## src/rtl/reg_file_2r1w_pkg.sv

```systemverilog
// regfile_pkg: register file geometry and operand types shared with decode and writeback
package regfile_pkg;
  localparam int WIDTH = 8;
  localparam int DEPTH = 8;
  localparam int ADDR_W = 3;
  typedef logic [ADDR_W-1:0] reg_addr_t;
  typedef logic [WIDTH-1:0] reg_data_t;
  localparam reg_addr_t REG_ZERO = '0;
endpackage

```

## src/rtl/reg_file_2r1w_if.sv

```systemverilog
// reg_file_2r1w_if: write port, two read ports and the register-0 write error flag
interface reg_file_2r1w_if;
  import regfile_pkg::*;
  logic WE;
  reg_addr_t WA;
  reg_data_t WD;
  reg_addr_t RA1;
  reg_addr_t RA2;
  reg_data_t RD1;
  reg_data_t RD2;
  logic RV1;
  logic RV2;
  logic WERR;
  modport master (output WE, WA, WD, RA1, RA2, input RD1, RD2, RV1, RV2, WERR);
  modport slave (input WE, WA, WD, RA1, RA2, output RD1, RD2, RV1, RV2, WERR);
endinterface

```

## src/rtl/reg_file_2r1w_reg_cell.sv

```systemverilog
// reg_cell: one falling-edge register with its written-since-reset bit
module reg_cell
  import regfile_pkg::*;
(
  input  logic      clk,
  input  logic      rst_n,
  input  logic      we,
  input  reg_data_t d,
  output reg_data_t q,
  output logic      v
);
  always_ff @(negedge clk or negedge rst_n)
    if (!rst_n) begin
      q <= '0;
      v <= 1'b0;
    end else if (we) begin
      q <= d;
      v <= 1'b1;
    end
endmodule

```

## src/rtl/reg_file_2r1w.sv

```systemverilog
// reg_file_2r1w: 2-read 1-write register file, r0 hardwired zero; REGFILE_BYPASS_EN adds write-to-read forwarding
module reg_file_2r1w
  import regfile_pkg::*;
(
  input logic             CLK,
  input logic             R_,
  reg_file_2r1w_if.slave  bus
);
  reg_data_t regs [DEPTH];
  logic [DEPTH-1:0] vld;
  logic werr;
  assign regs[0] = '0;
  assign vld[0] = R_;
  for (genvar i = 1; i < DEPTH; i++) begin : g_cell
    reg_cell u_cell (
      .clk   (CLK),
      .rst_n (R_),
      .we    (bus.WE && bus.WA == reg_addr_t'(i)),
      .d     (bus.WD),
      .q     (regs[i]),
      .v     (vld[i])
    );
  end
  always_ff @(negedge CLK or negedge R_)
    if (!R_) werr <= 1'b0;
    else if (bus.WE && bus.WA == REG_ZERO) werr <= 1'b1;
  assign bus.WERR = werr;
`ifdef REGFILE_BYPASS_EN
  logic byp1, byp2;
  // gated by R_ so reset still forces zero reads
  assign byp1 = R_ && bus.WE && bus.WA != REG_ZERO && bus.RA1 == bus.WA;
  assign byp2 = R_ && bus.WE && bus.WA != REG_ZERO && bus.RA2 == bus.WA;
  assign bus.RD1 = byp1 ? bus.WD : regs[bus.RA1];
  assign bus.RD2 = byp2 ? bus.WD : regs[bus.RA2];
  assign bus.RV1 = byp1 | vld[bus.RA1];
  assign bus.RV2 = byp2 | vld[bus.RA2];
`else
  assign bus.RD1 = regs[bus.RA1];
  assign bus.RD2 = regs[bus.RA2];
  assign bus.RV1 = vld[bus.RA1];
  assign bus.RV2 = vld[bus.RA2];
`endif
endmodule
```

## src/flat_wrapper.sv

```systemverilog
// flat-port wrapper written by rule: the top's interface ports become plain ports
module reg_file_2r1w_flat import regfile_pkg::*;
  (CLK, R_, bus_WE, bus_WA, bus_WD, bus_RA1, bus_RA2, bus_RD1, bus_RD2, bus_RV1, bus_RV2, bus_WERR);
  reg_file_2r1w_if bus_i ();
  input logic CLK;
  input logic R_;
  input wire logic [$bits(bus_i.WE)-1:0] bus_WE;
  input wire logic [$bits(bus_i.WA)-1:0] bus_WA;
  input wire logic [$bits(bus_i.WD)-1:0] bus_WD;
  input wire logic [$bits(bus_i.RA1)-1:0] bus_RA1;
  input wire logic [$bits(bus_i.RA2)-1:0] bus_RA2;
  output wire logic [$bits(bus_i.RD1)-1:0] bus_RD1;
  output wire logic [$bits(bus_i.RD2)-1:0] bus_RD2;
  output wire logic [$bits(bus_i.RV1)-1:0] bus_RV1;
  output wire logic [$bits(bus_i.RV2)-1:0] bus_RV2;
  output wire logic [$bits(bus_i.WERR)-1:0] bus_WERR;
  assign bus_i.WE = bus_WE;
  assign bus_i.WA = bus_WA;
  assign bus_i.WD = bus_WD;
  assign bus_i.RA1 = bus_RA1;
  assign bus_i.RA2 = bus_RA2;
  assign bus_RD1 = bus_i.RD1;
  assign bus_RD2 = bus_i.RD2;
  assign bus_RV1 = bus_i.RV1;
  assign bus_RV2 = bus_i.RV2;
  assign bus_WERR = bus_i.WERR;
  reg_file_2r1w u_core (.CLK(CLK), .R_(R_), .bus(bus_i));
endmodule
```

## config.mk

```make
export PLATFORM = sky130hd
export DESIGN_NAME = reg_file_2r1w_flat
export DESIGN_NICKNAME = d
export VERILOG_FILES = /design/src/rtl/reg_file_2r1w_pkg.sv /design/src/rtl/reg_file_2r1w_if.sv /design/src/rtl/reg_file_2r1w_reg_cell.sv /design/src/rtl/reg_file_2r1w.sv /design/src/flat_wrapper.sv
export SDC_FILE = /design/constraint.sdc
export NUM_CORES = 1
export LEC_CHECK = 0
export BUFFER_PORTS_ARGS = -buffer_cell sky130_fd_sc_hd__buf_2
export CAP_MARGIN = 20
export CORE_UTILIZATION = 59
export CTS_CLUSTER_SIZE = 30
export DETAILED_ROUTE_END_ITERATION = 7
export PLACE_DENSITY = 0.91
export SYNTH_ARGS = -nofsm -noshare
export SYNTH_HDL_FRONTEND = slang
export SYNTH_SLANG_ARGS = --single-unit
```

## constraint.sdc

```tcl
create_clock -name CLK -period 1.6 [get_ports CLK]
set_clock_uncertainty 0.05 [all_clocks]
set_input_delay 0.32 -clock CLK [delete_from_list [all_inputs] [get_ports CLK]]
set_output_delay 0.32 -clock CLK [all_outputs]
set_load 0.01 [all_outputs]
```

# Word-level counts from Yosys, hierarchy flattened
# Index checks and enable logic that the tools add are counted.
# classes
reduce_logical	9
bitwise_logic	2
n_lt_le_gt_ge	4
muxes	10
eq_ne	7
# op_table
operator	n
$bmux 8 s3	2
$mux 8	4
$eq 3x3->1 const B	4
$ge 4x4->1 const B	2
$logic_and 1x1->1	8
$lt 3x4->1 const B	2
$not 3->4	2
$bmux 1 s3	2
$eq 3x2->1 const B	2
$eq 3x1->1 const B	1
$logic_not 3->1	1
$mux 1	2
# word_totals
out_inout_bits	19
regBits	64
word_cells	47
input_bits	20

# Logic depth before layout (Yosys ltp)
# Gate-level depths: netlist of the first run.
# logic_depth
word_depth	4
mapped_depth	5
mapped_depth_nobuf	3

# Cells and area by module
# Synthesis of the first run repeated with hierarchy kept, for this count alone.
# hier_totals
cells_unflattened	265
area_unflattened_um2	3709.8
# by_module_without_submodules
module	area_per_inst_um2	cells_each	seq_area_each_um2	instances
reg_cell	362.8	19	225.2	7
reg_file_2r1w	1169.9	132	25.0	1

==> results of run 1 <==
==> Yosys cell counts, types with 2 or more instances <==
cell / count / share of area [%]
sky130_fd_sc_hd__a211oi_1: 8 / 1.7
sky130_fd_sc_hd__a221oi_1: 24 / 6.0
sky130_fd_sc_hd__a311oi_1: 8 / 2.0
sky130_fd_sc_hd__and2b_2: 2 / 0.50
sky130_fd_sc_hd__and3b_1: 2 / 0.50
sky130_fd_sc_hd__buf_1: 3 / 0.32
sky130_fd_sc_hd__buf_2: 8 / 1.1
sky130_fd_sc_hd__buf_6: 7 / 2.2
sky130_fd_sc_hd__buf_8: 2 / 0.85
sky130_fd_sc_hd__clkbuf_1: 2 / 0.21
sky130_fd_sc_hd__dfrtn_1: 64 / 45
sky130_fd_sc_hd__mux2_2: 73 / 23
sky130_fd_sc_hd__mux2i_1: 24 / 6.8
sky130_fd_sc_hd__mux4_2: 3 / 1.9
sky130_fd_sc_hd__nand2b_1: 5 / 0.89
sky130_fd_sc_hd__nand4b_2: 2 / 0.85
sky130_fd_sc_hd__nor2b_1: 9 / 1.6
sky130_fd_sc_hd__or2_2: 3 / 0.53
==> area by class of cell <==
class | count | area share [%]
Clock buffer | 14 | 3.39
Clock inverter | 2 | 0.650
Multi-Input combinational cell | 177 | 46.0
Sequential cell | 64 | 29.7
Tap cell | 72 | 1.67
Timing Repair Buffer | 119 | 18.6
==> through the flow <==
stage / cell area (sq um) / hold slack (ps) / total power [uW] / utilization (%) / instances
2_1_floorplan: 3920 / 357 / 3200 / - / 259
3_3_place_gp: 4460 / 348 / 3620 / 79.0 / 401
3_5_place_dp: 4460 / 351 / 3710 / 79.0 / 401
4_1_cts: 5140 / 401 / 5470 / 91.1 / 436
5_1_grt: 5390 / 454 / 6110 / 95.5 / 448
6_report: 5390 / 439 / 6020 / 95.5 / 448
==> worst reg2reg max path: cells and delay by family, from the launching register on <==
| family | cells | cell delay [ps] |
|---|---|---|
| buffers and inverters | 2 | 280 |
| DFF | 1 | 390 |
| muxes | 1 | 270 |
==> report_power, final <==
| group | internal [uW] | switching [uW] | total [uW] |
|---|---|---|---|
| logic | 1140 | 888 | 2030 |
| registers | 1970 | 401 | 2370 |
| clock network | 890 | 727 | 1620 |
==> routing by layer <==
metal  routed length, um  vias to the layer above
met5                   0                        -
met4                1250                        0
li1                    -                     1252
met2                7040                      304
met1                5500                     1692
met3                1690                      109
==> worst max path at each step <==
stage / end / start / slack, ps
floorplan: bus_RV1 / u_core.g_cell[5].u_cell.v / -630
global placement: bus_RV1 / u_core.g_cell[7].u_cell.v / -750
detailed placement: bus_RV2 / u_core.g_cell[5].u_cell.v / -810
CTS: bus_RV2 / u_core.g_cell[5].u_cell.v / -1160
global route: bus_RV1 / u_core.g_cell[4].u_cell.v / -1230
finish: bus_RV1 / u_core.g_cell[5].u_cell.v / -1240
==> sequential cells by signal, summed over array words and instances, names as in the netlist <==
name,cells
u_core.bus.WERR,1
u_core.g_cell.u_cell.v,7
u_core.g_cell.u_cell.q,56
==> cell families (layout without fill, tap and decap cells) <==
family	after synthesis	after routing	share of synthesized area, %
AOI/OAI and AO/OA	41	41	9.88
buffers and inverters	23	135	4.98
DFF	64	64	45.5
and+or+nand+nor	29	34	6.40
muxes	102	102	33.3
==> what timing repair did <==
item,CTS,global route
pin swaps,11,12
hold buffers,0,0
endpoints found under the hold margin,0,0
setup endpoints to repair,81,82
buffers inserted,16,16
resized for setup,62,32
cloned,6,0
==> impl_metrics.tcl, run 1 <==
set metrics [dict create \
    layout.nets 391 \
    mostFrequentLayoutCells "sky130_fd_sc_hd__dfrtn_1, sky130_fd_sc_hd__buf_4, sky130_fd_sc_hd__mux2_4, sky130_fd_sc_hd__buf_2, sky130_fd_sc_hd__mux2i_1" \
    synth.ff_latch_count 64 \
    p_per_area_nw_per_um2 1120 \
    die_w_um 79.3 \
    synth_sequential_area_ratio_pct 45.5 \
    max_cap_violation_count 0 \
    hp-start "u_core.g_cell[7].u_cell.q[6]" \
    sequential_cell_area_sq_um 1600 \
    fp-row-count 27 \
    outcome "complete, but fails checks" \
    worst_ep_required_time_ps 1230 \
    use_met3_pct 13.6 \
    drt_pass1_iterations 5 \
    routabilityCongestion 0.812 \
    most_congested_layer_reported_by_global_routing "met2" \
    multi_input_area_sq_um 2480 \
    route.detailed.drc 0 \
    core_sq_um 5640 \
    htree_levels 3 \
    synth_area_per_cell_sq_um 13.6 \
    hold_depth 1 \
    grt_usage_pct 47.1 \
    clk_path_buf_depth 2 \
    tritoncts_clock_tree "done" \
    antenna_found_initial 0 \
    nFillCells 125 \
    r2r_cells 3 \
    finalHoldViolCount 0 \
    grt.overflow.total 0 \
    fin_setup_tns_ps -37600 \
    buffer_ports.inserted 38 \
    maxSlewViolCount 0 \
    critical_path.slowest_cell "sky130_fd_sc_hd__mux4_2" \
    worst_setup_path_end_kind "output pin" \
    worst_ir_drop_vdd_mv 1.00 \
    critical_path_class "register to output pin" \
    power.static_leakage_uw 0.00250 \
    max_stage_delay_ps 510 \
    holdPathEnd "u_core.g_cell[7].u_cell.q[6]" \
    antenna-diode-count 0 \
    design.portCount 39 \
    timing.max_slew.rel_slack_pct 68.2 \
    floorplan.die_area_sq_um 6280 \
    syn-cell-area_sq_um 3520 \
    post_route_cells_drive_above_1_share_pct 72.3 \
    ordered_list_of_cells_on_the_worst_path "mux4_2 -> mux2_4 -> buf_6" \
    floorplan.initialDensity_pct 62.4 \
    detail_route.wirelength_um 15500 \
    grt_pass1_wl_um 20500 \
    startpoint_type "register" \
    unrepaired_setup_endpoints_after_global_routing "true" \
    detailroute.via_count 3357 \
    post-dp-hpwl_um 6490 \
    async_flop_share_pct 100 \
    syn-instance-count 259 \
    failing_checks "setup timing" \
    largest_fanout_on_the_critical_path 3 \
    path_buf_inv 1 \
    numCtsBuffers 9 \
    ant_nets 0 \
    detail_route.wl_per_cell_um 34.5 \
    cts.reportedPaths.clkPinSlew_ps 50 \
    cts_sinks 64 \
    synth-warning-count 0 \
    post_drt_via_cell_ratio 7.49 \
    cp.depth 3 \
    dominantRegCellSynth "sky130_fd_sc_hd__dfrtn_1" \
    fp.dieH_um 79.3 \
    mostFrequentLayoutCell "sky130_fd_sc_hd__dfrtn_1" \
    worstSkewPairLatency_ps 350 \
    first_global_vias 3343 \
    crit-reg2reg-launch "u_core.g_cell[3].u_cell.q[5]" \
    finalSetupViolations 83 \
    number_of_enable_flip_flop_cells_after_synthesis 0 \
    path_delay_family "multiplexers" \
    transition_time_of_the_tightest_slew_check_pin_ps 478 \
    pre_cts_ws_ps -808 \
    groute.layer.met1.usage_pct 55.3 \
    worst_slack_ps -1240 \
    met2_usage_pct 73.6 \
    hold_removal_path_class "register to register" \
    area_growth_pct 53.0 \
    worstReg2RegEnd "u_core.g_cell[3].u_cell.q[5]" \
    drt_iter0_markers 391 \
    synth_cell_types 28 \
    synthesis.nets 279 \
    clock_tree.root_cell "sky130_fd_sc_hd__clkbuf_8" \
    grt_max_degree 42 \
    ff2ff_setup_slack_ps 450 \
    arrival_time_worst_endpoint_ps 2470 \
]
(Power assumes the default switching activity.)
==> inputs of run 2 (changes only) <==
--- a/config.mk
+++ b/config.mk
@@ -10,7 +10,9 @@
 export CORE_UTILIZATION = 59
 export CTS_CLUSTER_SIZE = 30
 export DETAILED_ROUTE_END_ITERATION = 7
+export MAX_ROUTING_LAYER = met4
 export PLACE_DENSITY = 0.91
+export SKIP_LAST_GASP = 1
 export SYNTH_ARGS = -nofsm -noshare
 export SYNTH_HDL_FRONTEND = slang
 export SYNTH_SLANG_ARGS = --single-unit
==> run 2 against run 1 <==
Against the previous run:
- the flow still finishes with violations (setup timing)
- clock power decreased by 4%
- critical path depth increased by 1
- design area decreased by 2.2%
- critical path type unchanged
==> impl_metrics.tcl, run 2 (synthesis gave the netlist of run 1 again) <==
set metrics [dict create \
    core_sq_um 5640 \
    critical_path_class "register to output pin" \
    critPathLaunch "u_core.g_cell[4].u_cell.q[5]" \
    htree_levels 3 \
    largest_register_ffs 56 \
    transition_time_of_the_tightest_slew_check_pin_ps 628 \
    worstReg2RegEnd "u_core.g_cell[1].u_cell.q[3]" \
    hold_removal_path_class "register to register" \
    floorplan.die_area_sq_um 6280 \
    drt_iter0_markers 463 \
    top_register "u_core.g_cell.u_cell.q" \
    drt_pass1_iterations 5 \
    fp-row-count 27 \
    finalHoldViolCount 0 \
    outcome "complete, but fails checks" \
    tritoncts_clock_tree "done" \
    timing.max_slew.rel_slack_pct 57.0 \
    power.static_leakage_uw 0.00242 \
    p_per_area_nw_per_um2 1110 \
    buffer_ports.inserted 38 \
    numCtsBuffers 9 \
    grt_pass1_wl_um 20200 \
    detail_route.wl_per_cell_um 33.9 \
    post-dp-hpwl_um 6490 \
    grt.overflow.total 0 \
    clk_path_buf_depth 2 \
    mostFrequentLayoutCells "sky130_fd_sc_hd__dfrtn_1, sky130_fd_sc_hd__buf_4, sky130_fd_sc_hd__mux2_4, sky130_fd_sc_hd__buf_2, sky130_fd_sc_hd__mux2_2" \
    route.detailed.drc 0 \
    worst_ep_required_time_ps 1230 \
    worst_ir_drop_vdd_mv 0.976 \
    post_route_cells_drive_above_1_share_pct 71.8 \
    hold_depth 1 \
    multi_input_area_sq_um 2400 \
    cts_sinks 64 \
    dpl.cell_count 401 \
    largest_fanout_on_the_critical_path 2 \
    sequential_cell_area_sq_um 1600 \
    ant_nets 0 \
    r2r_cells 3 \
    grt_usage_pct 47.2 \
    worst_slack_ps -1300 \
    grt_max_degree 42 \
    routabilityCongestion 0.824 \
    holdWs_ps 436 \
    detail_route.wirelength_um 15000 \
    antenna-diode-count 0 \
    antenna_found_initial 0 \
    die_w_um 79.3 \
    hp-start "u_core.g_cell[4].u_cell.q[6]" \
    crit-reg2reg-launch "u_core.g_cell[1].u_cell.q[3]" \
    first_global_vias 3277 \
    max_cap_violation_count 0 \
    nFillCells 154 \
    clock_tree.root_cell "sky130_fd_sc_hd__clkbuf_8" \
    failing_checks "setup timing" \
    mostFrequentLayoutCell "sky130_fd_sc_hd__dfrtn_1" \
    area_growth_pct 49.7 \
    post_layout_nonfiller_instances 444 \
    worst_setup_path_end_kind "output pin" \
    ff2ff_setup_slack_ps 460 \
    finalSetupViolations 82 \
    detailroute.via_count 3307 \
    design.portCount 39 \
    unrepaired_setup_endpoints_after_global_routing "true" \
    arrival_time_worst_endpoint_ps 2530 \
    startpoint_type "register" \
    maxSlewViolCount 0 \
    fp.dieH_um 79.3 \
    hold_buffers 0 \
    cts.reportedPaths.clkPinSlew_ps 50 \
    report.power.total_uw 5860 \
    layout.nets 387 \
    floorplan.initialDensity_pct 62.4 \
    post_drt_via_cell_ratio 7.45 \
    holdPathEnd "u_core.g_cell[4].u_cell.q[6]" \
    worstSkewPairLatency_ps 330 \
]
-- run 2: cell count changes in the layout (fill, tap and decap cells not counted), moves of 2 or more --
| cell | delta |
|---|---|
| sky130_fd_sc_hd__a221oi_4 | -2 |
| sky130_fd_sc_hd__a221oi_2 | +2 |
| sky130_fd_sc_hd__buf_6 | +2 |
| sky130_fd_sc_hd__mux2_4 | -11 |
| sky130_fd_sc_hd__buf_8 | -3 |
| sky130_fd_sc_hd__mux2_2 | +11 |
| sky130_fd_sc_hd__buf_4 | -3 |
-- run 2: what timing repair did --
item                       CTS  global route
setup endpoints to repair   81            82
setup buffers               16            12
cloned                       6             0
hold endpoints to repair     0             0
pin swaps                   11            11
resized for setup           55            19
-- run 2: stage by stage --
step                      utilization, %  TNS, ps  cell area, sq um  setup slack [ps]
after floorplan                        -   -33720              3920              -631
after global placement              79.0   -51140              4460              -754
after detailed placement            79.0   -53250              4460              -808
after CTS                           90.6   -34710              5110             -1160
after global routing                93.4   -39430              5270             -1380
final                               93.4   -38930              5270             -1300
-- run 2: worst max-delay path by stage --
stage	endpoint	cells past startpoint
finish	bus_RD1[5]	4
global route	bus_RD1[5]	4
CTS	bus_RV2	3
detailed placement	bus_RV2	3
global placement	bus_RV1	3
floorplan	bus_RV1	2
-- run 2: layer usage --
| layer | up-vias | global-route usage (%) | part of all wire [%] |
|---|---|---|---|
| met1 | 1579 | 56.9 | 36 |
| li1 | 1247 | - | - |
| met2 | 357 | 71.9 | 45 |
| met3 | 124 | 11.4 | 11 |
| met5 | - | - | 0 |
| met4 | 0 | 28.7 | 8.4 |
-- run 2: critical path: stages (launching register included) --
cell	delay [ps]
sky130_fd_sc_hd__dfrtn_1	360
sky130_fd_sc_hd__nor2b_2	170
sky130_fd_sc_hd__a211oi_1	520
sky130_fd_sc_hd__a311oi_2	160
sky130_fd_sc_hd__buf_2	190
-- run 2: final cells by class --
cell class / count / share of cell area [%]
Clock buffer: 14 / 3.47
Clock inverter: 2 / 0.665
Multi-Input combinational cell: 177 / 45.6
Sequential cell: 64 / 30.4
Tap cell: 72 / 1.71
Timing Repair Buffer: 115 / 18.2
-- run 2: power breakdown --
part           total [uW]  internal, uW  switching (uW)
Clock                1560           890             668
Combinational        1940          1080             860
Sequential           2360          1970             390
